`src/rtl/cubic_pkg.sv`:
```
// cubic_pkg: shared state type and default widths/fractions for the Horner cubic evaluator
package cubic_pkg;
  typedef enum logic [1:0] {IDLE, STEP, DONE} state_t;
  localparam int CH_IN_W = 10;
  localparam int CH_IN_FRAC = 7;
  localparam int CH_COEF_W = 10;
  localparam int CH_COEF_FRAC = 7;
  localparam int CH_OUT_W = 10;
  localparam int CH_OUT_FRAC = 6;
  localparam int CH_ACC_W = 24;
endpackage

```
`src/rtl/cubic_sat.sv`:
```
// cubic_sat: arithmetic right shift by SH then clamp signed IW-bit d into signed OW-bit q; clip flags a clamp
module cubic_sat #(
  parameter int IW = 35,
  parameter int OW = 24,
  parameter int SH = 0
) (
  input  logic signed [IW-1:0] d,
  output logic signed [OW-1:0] q,
  output logic                 clip
);
  logic signed [IW-1:0] s;
  logic [IW-OW:0] top;
  always_comb begin
    s = d >>> SH;
    top = s[IW-1:OW-1];
    clip = !((&top) || !(|top));
    q = clip ? (s[IW-1] ? {1'b1, {(OW-1){1'b0}}} : {1'b0, {(OW-1){1'b1}}}) : s[OW-1:0];
  end
endmodule

```
`src/rtl/cubic_horner.sv`:
```
// cubic_horner: y = a*x^3 + b*x^2 + c*x + d by Horner's rule, one shared multiplier, three STEP cycles.
// Ports: clk, reset_n (async active-low); in_valid/in_ready accept x (in) and coef_a..coef_d;
// out_valid/out_ready hand over out (signed result) and sat (sticky clamp flag of this evaluation).
module cubic_horner
  import cubic_pkg::*;
#(
  parameter int IN_W = CH_IN_W,
  parameter int IN_FRAC = CH_IN_FRAC,
  parameter int COEF_W = CH_COEF_W,
  parameter int COEF_FRAC = CH_COEF_FRAC,
  parameter int OUT_W = CH_OUT_W,
  parameter int OUT_FRAC = CH_OUT_FRAC,
  parameter int ACC_W = CH_ACC_W
) (
  input  logic                     clk,
  input  logic                     reset_n,
  input  logic                     in_valid,
  output logic                     in_ready,
  input  logic signed [IN_W-1:0]   in,
  input  logic signed [COEF_W-1:0] coef_a,
  input  logic signed [COEF_W-1:0] coef_b,
  input  logic signed [COEF_W-1:0] coef_c,
  input  logic signed [COEF_W-1:0] coef_d,
  output logic                     out_valid,
  input  logic                     out_ready,
  output logic signed [OUT_W-1:0]  out,
  output logic                     sat
);
  localparam int PW = ACC_W + IN_W;
  state_t state, nxt;
  logic signed [ACC_W-1:0] acc, acc_nxt;
  logic signed [IN_W-1:0] xr;
  logic signed [COEF_W-1:0] br, cr, dr, coef;
  logic [1:0] cnt;
  logic signed [PW-1:0] prod;
  logic signed [PW:0] sum;
  logic signed [OUT_W-1:0] out_nxt;
  logic clip_a, clip_o;
  always_comb begin
    coef = cnt == 2'd0 ? br : cnt == 2'd1 ? cr : dr;
    prod = PW'(acc) * PW'(xr);
    sum = (PW+1)'(prod >>> IN_FRAC) + (PW+1)'(coef);
    nxt = state == IDLE ? (in_valid ? STEP : IDLE)
        : state == STEP ? (cnt == 2'd2 ? DONE : STEP)
        : (out_ready ? IDLE : DONE);
  end
  cubic_sat #(.IW(PW+1), .OW(ACC_W), .SH(0)) u_sat_acc (.d(sum), .q(acc_nxt), .clip(clip_a));
  // Final clamp reads the freshly computed accumulator so out lands on the same edge as DONE.
  cubic_sat #(.IW(ACC_W), .OW(OUT_W), .SH(COEF_FRAC-OUT_FRAC)) u_sat_out (.d(acc_nxt), .q(out_nxt), .clip(clip_o));
  assign in_ready = state == IDLE;
  assign out_valid = state == DONE;
  always_ff @(posedge clk or negedge reset_n) begin
    if (!reset_n) begin
      state <= IDLE;
      acc <= '0;
      xr <= '0;
      br <= '0;
      cr <= '0;
      dr <= '0;
      cnt <= '0;
      out <= '0;
      sat <= 1'b0;
    end else begin
      state <= nxt;
      if (state == IDLE && in_valid) begin
        xr <= in;
        br <= coef_b;
        cr <= coef_c;
        dr <= coef_d;
        acc <= ACC_W'(coef_a);
        cnt <= '0;
        sat <= 1'b0;
      end else if (state == STEP) begin
        acc <= acc_nxt;
        cnt <= cnt + 2'd1;
        sat <= sat | clip_a | (cnt == 2'd2 && clip_o);
        if (cnt == 2'd2) out <= out_nxt;
      end
    end
  end
endmodule

```
`config.mk`:
```
export PLATFORM = sky130hd
export DESIGN_NAME = cubic_horner
export DESIGN_NICKNAME = d
export VERILOG_FILES = /design/src/rtl/cubic_pkg.sv /design/src/rtl/cubic_sat.sv /design/src/rtl/cubic_horner.sv
export SDC_FILE = /design/constraint.sdc
export NUM_CORES = 1
export LEC_CHECK = 0
export CORE_ASPECT_RATIO = 1.4
export CORE_MARGIN = 2
export CORE_UTILIZATION = 40
export DETAILED_ROUTE_END_ITERATION = 6
export PLACE_DENSITY = 0.55
export SKIP_LAST_GASP = 1
export SYNTH_ARGS = -nofsm -noshare
export SYNTH_HDL_FRONTEND = slang
export SYNTH_HIERARCHICAL = 1
export SYNTH_SLANG_ARGS = --single-unit
```
`constraint.sdc`:
```
create_clock -name clk -period 31 [get_ports clk]
set_input_delay 3.1 -clock clk [delete_from_list [all_inputs] [get_ports clk]]
set_output_delay 3.1 -clock clk [all_outputs]
set_load 0.02 [all_outputs]
```
======== Word level (Yosys, flattened, before mapping) ========
Index checks and enable logic that the tools add are counted.
storage, ports and cells
  flip-flop bits (word level) ............. 79
  input bits .............................. 54
  word-level logic and storage cells ...... 52
cells by class
  mux-type cells .......................... 17
  multiply operators ...................... 1
  reduce and logical (&&, ||, !) cells .... 16
  bitwise operators ....................... 3
  equality and inequality tests ........... 4
  $add $sub $neg .......................... 2
operators with widths
  kind                                                                    number
  24-bit two-way mux                                                      4
  10-bit two-way mux                                                      4
  24-bit by 10-bit multiplier with 34-bit output                          1
  27-bit by 10-bit adder with 28-bit output                               1
  14-bit AND reduction                                                    1
  14-bit OR reduction                                                     1
  2-bit two-way mux                                                       6
  12-bit AND reduction                                                    1
  12-bit OR reduction                                                     1
  2-bit by 1-bit equality test with 1-bit output (second input constant)  2
  2-bit equality test (second input constant)                             2
  1-bit logical NOT                                                       4
  2-bit logical NOT                                                       2
  1-bit two-way mux                                                       3
  3-bit AND reduction                                                     1
  2-bit by 1-bit adder with 2-bit output (second input constant)          1
  1-bit logical AND                                                       2
  1-bit logical OR                                                        2
  1-bit bitwise OR                                                        2
  2-bit nonzero test                                                      1
  1-bit NOT                                                               1

======== Depth between registers and ports, before layout ========
  depth after elaboration ................. 16
  depth in mapped cells ................... 43

======== Cells and area by module ========
Netlist, hierarchy kept.
modules (own cells, without submodules)
  module                 cells each  instances  area an instance (µm²)  seq. area each (µm²)
  cubic_horner           1485        1          12714.7                 1976.9
  cubic_sat (u_sat_acc)  60          1          387.9                   0.0
  cubic_sat (u_sat_out)  30          1          183.9                   0.0

======== Least setup slack after synthesis ========
No wires, ideal clock.
  kind .................................... flip-flop to flip-flop
  start ................................... register xr[1]
  end ..................................... register out[0]
  slack ................................... 21194 ps
  clock period less this slack ............ 9806 ps
  buffers on the path ..................... 3
  arrival ................................. 9681 ps
  required time ........................... 30875 ps
  library setup time ...................... 125 ps
  stages on the path, launching flop included .. 40
  path through ............................ dfrtp_1 clkbuf_1 clkbuf_1 nand2_1 fa_1 fa_1 inv_1 fa_1 fa_1 inv_1 fa_1 inv_1 ha_1 a21o_1 a21oi_1 o21a_1 o211ai_1 a31oi_1 (+4 left out) a21o_1 a21o_1 nor2_1 a211oi_1 a21oi_1 o21bai_1 and4_1 o22ai_1 nand4_1 nor3_1 a311o_2 buf_6 o21ai_2 or4_4 nor3_4 a311o_2 o21ai_1 mux2_2
between the ends
  cells in the longest elaborated chain, start to end .. 10
ends and longest elaborated chain
  item                                              line                text
  from (decl)                                       cubic_horner.sv:32  logic signed [IN_W-1:0] xr;
  from (signal assigned)                            cubic_horner.sv:66  xr <= in;
  24-bit by 10-bit multiplier with 34-bit output *  cubic_horner.sv:41  prod = PW'(acc) * PW'(xr);
  27-bit by 10-bit adder with 28-bit output *       cubic_horner.sv:42  sum = (PW+1)'(prod >>> IN_FRAC) + (PW+1)'(coef);
  named net sum[27]                                 cubic_horner.sv:36  logic signed [PW:0] sum;
  12-bit OR reduction                               cubic_sat.sv:16     clip = !((&top) || !(|top));
  1-bit logical NOT                                 cubic_sat.sv:16
  1-bit logical OR                                  cubic_sat.sv:16
  24-bit two-way mux *                              cubic_sat.sv:17     q = clip ? (s[IW-1] ? {1'b1, {(OW-1){1'b0}}} : {1'b0, {(OW-1){1'b1}}}) : s[OW-1:0];
  named net acc_nxt[12]                             cubic_horner.sv:31  logic signed [ACC_W-1:0] acc, acc_nxt;
  14-bit OR reduction                               cubic_sat.sv:16
  1-bit logical NOT                                 cubic_sat.sv:16
  1-bit logical OR *                                cubic_sat.sv:16
  10-bit two-way mux *                              cubic_sat.sv:17
  named net out_nxt[0]                              cubic_horner.sv:37  logic signed [OUT_W-1:0] out_nxt;
  to (signal assigned)                              cubic_horner.sv:77  if (cnt == 2'd2) out <= out_nxt;
  to (decl)                                         cubic_horner.sv:26  output logic signed [OUT_W-1:0] out,
Mark *: on every way through the listed nets, which the timed path passes. The rest lies on a longest branch.
A chain may end at the register's enable or synchronous reset.

======== Final worst setup path ========
  start ................................... register xr[9]
  end ..................................... register out[1]
The elaborated chain is that of the path after synthesis.

==> out/metrics.cfg <==
[global_route]
grt_pass1_wl_mm=55.9
grtUsageMet1=0.261
grt_pass1_vias=10685
grt_usage=0.206
antenna_found_initial=0
grt_max_degree=80
grt_overflow_total=0
met2_usage=0.370
grt-busiest-layer=met2
gr-usage-met3=0.0212

[setup_path]
reg2reg_setup_slack_ns=19.70
critPathSlowestCell=o22ai_2
end_kind=register
critPathKind=register to register
required_ns=31.22
crit_fanout=23
reg2reg_depth=34
arrival_ns=11.52
timing.rr.start=xr[9]
critPathLaunchType=register
critPathMaxStageDelay_ns=0.75
reg2reg_to=out[1]
worst_path_most_repeated_cell=fa_1

[drt]
viasPerCell=5.03
wl_mm=33.3
ant_nets=0
dr.pass1.iters=5
drtIter0Drc=550
vias=10219
avgRoutedWirePerCell_um=16.4
route.detailed.drc=0

[layout]
final_common_cell=nand2_1
antenna_cells=0
drive_gt1_frac=0.0403
finalNetCount=1950
area_delta_synth_final_pct=9.29
mostFrequentLayoutCells=nand2_1 (328), inv_1 (287), fa_1 (203)

[timing]
post-route-min-period_ns=11.30
hold_viol_final=0
setup_tns_ns=0
fmax_mhz=88.5
setup_viol=0
clock_skew_ns=0.00714
grt_setup_unrepaired=no
relSlewSlack=0.255
finalCritPeriodShare=0.364
worstMarginPinSlew_ns=1.12
report.final.slew_viol_count=0

[yosys]
synth.distinct_cells=61
synth.net_count=1942
syn_inst=1575
synth-seq-cells=79
ys.flop_type=dfrtp_1
synth_edf_count=0
synthArstFlopShare=1.00
yosys-top-cells-area=fa_1 (31%), dfrtp_1 (15%), ha_1 (10%), nand2_1 (9.3%), inv_1 (8.1%)
ys_seq_area_frac=0.149
ys_warn_count=6
yosys.area.top_type_share=0.306
syn_area_mm2=0.0133
avgSynthCellArea_um2=8.44
synth_top_area_cell=fa_1

[place]
io_buffers=66
hpwl_mm=26.4
gp_congestion=0.860

[cts]
cts_made_buffers=9
cts.sinks=79
worstSkewPairLatency_ns=0.33
cts_tree=built
postCtsSetupBuffers=0
cts-root-buf=clkbuf_16
cts.repair.resized=0
htreeDepth=3
clockBufferDepth=2
clkTransAtPathRegs_ns=0.06
postCtsHoldBufs=0

[floorplanning]
chipHeight_um=220
io_pins=67
die_w_um=158
initial_core_util=0.402
dieArea_mm2=0.0347
rows=79
core_area_mm2=0.0330

[status]
status=completed

[min_path]
worstHoldPathCells=2
hold_path_class=register to register
hold_start=cr[3]
whs_endpoint=cr[3]

[run]
maxCapViolCount=0

==> layout make-up <==
cell class	instances	area [um^2]
clock buffers	11	243
clock inverters	5	33.8
repair buffers	70	688
multi-input cells	1135	9940
well taps	445	557
inverters	288	1080
fillers	3444	18500
flip-flops and latches	79	1980
==> registers in the layout, indices dropped and copies added, names as in the netlist <==
name,count
acc,24
br,10
cr,10
dr,10
out,10
xr,10
cnt,2
state,2
sat,1
==> cells by family (layout without fill, tap and decap cells) <==
family,count (synthesis),after routing,synth area share
AND/OR/NAND/NOR,547,547,0.186
buffers and inverters,361,374,0.105
adder cells (fa/ha/maj),313,313,0.409
AO/OA/AOI/OAI,200,200,0.0992
flip-flops,79,79,0.149
XOR/XNOR,55,55,0.0363
multiplexers,20,20,0.0160
==> cells in the mapped netlist (2+ instances only) <==
cell type	instances
or3_1	3
xor2_1	15
o21ai_2	14
or4_1	2
nand4_1	11
mux2i_1	10
nor3_1	10
nand3b_1	2
fa_1	203
and3_1	3
o21a_1	6
and2_1	84
o2111ai_1	2
buf_1	4
xnor2_1	40
a21oi_1	39
buf_6	4
o211ai_1	4
a22oi_1	9
inv_1	287
nand3_1	13
clkbuf_1	64
o31ai_1	4
dfrtp_1	79
nor2b_1	8
a211oi_1	6
nor4_1	3
o21ai_1	17
a21o_1	17
nor2_1	61
o21ai_0	36
o31a_1	2
o22ai_1	3
a31oi_1	20
ha_1	110
nor4_2	3
o21bai_1	7
nand2b_1	9
a311o_2	2
mux2_2	10
nand2_1	329
==> metrics by stage <==
stage | instance area (um^2) | hold WS (ns) | setup slack, ns | util | std cells
after floorplan | 13300 | 0.445 | 21.19 | - | 1575
after global placement | 14200 | 0.458 | 19.96 | 0.431 | 2017
after detailed placement | 14200 | 0.461 | 19.78 | 0.431 | 2017
after CTS | 14500 | 0.476 | 19.73 | 0.440 | 2033
after global routing | 14500 | 0.488 | 18.87 | 0.440 | 2033
final | 14500 | 0.474 | 19.70 | 0.440 | 2033
==> routing by layer <==
metal  routed length [um]  part of all wire
met3                 1080             0.032
met1                14000              0.42
met4                  781             0.023
met2                17500              0.52
met5                    0                 0
==> critical path: cells and delay by family (launching register included) <==
kind	cells	cell delay (ns)
AO/OA/AOI/OAI	15	4.32
XOR/XNOR	1	0.24
adder cells (fa/ha/maj)	7	3.00
buffers and inverters	3	0.80
flip-flops	1	0.63
multiplexers	1	0.26
AND/OR/NAND/NOR	7	1.92
==> how the worst max path moves through the flow <==
stage / from / end / slack, ns / cells past startpoint
floorplan: xr[1] / out[0] / 21.19 / 39
finish: xr[9] / out[1] / 19.70 / 34
detailed placement: xr[9] / out[1] / 19.78 / 35
global route: xr[9] / sat / 18.87 / 36
CTS: xr[9] / out[4] / 19.73 / 35
global placement: xr[4] / out[3] / 19.96 / 35
Power is not shown: default switching activity piles up to over one toggle a cycle in this logic, so the estimate is an artifact.
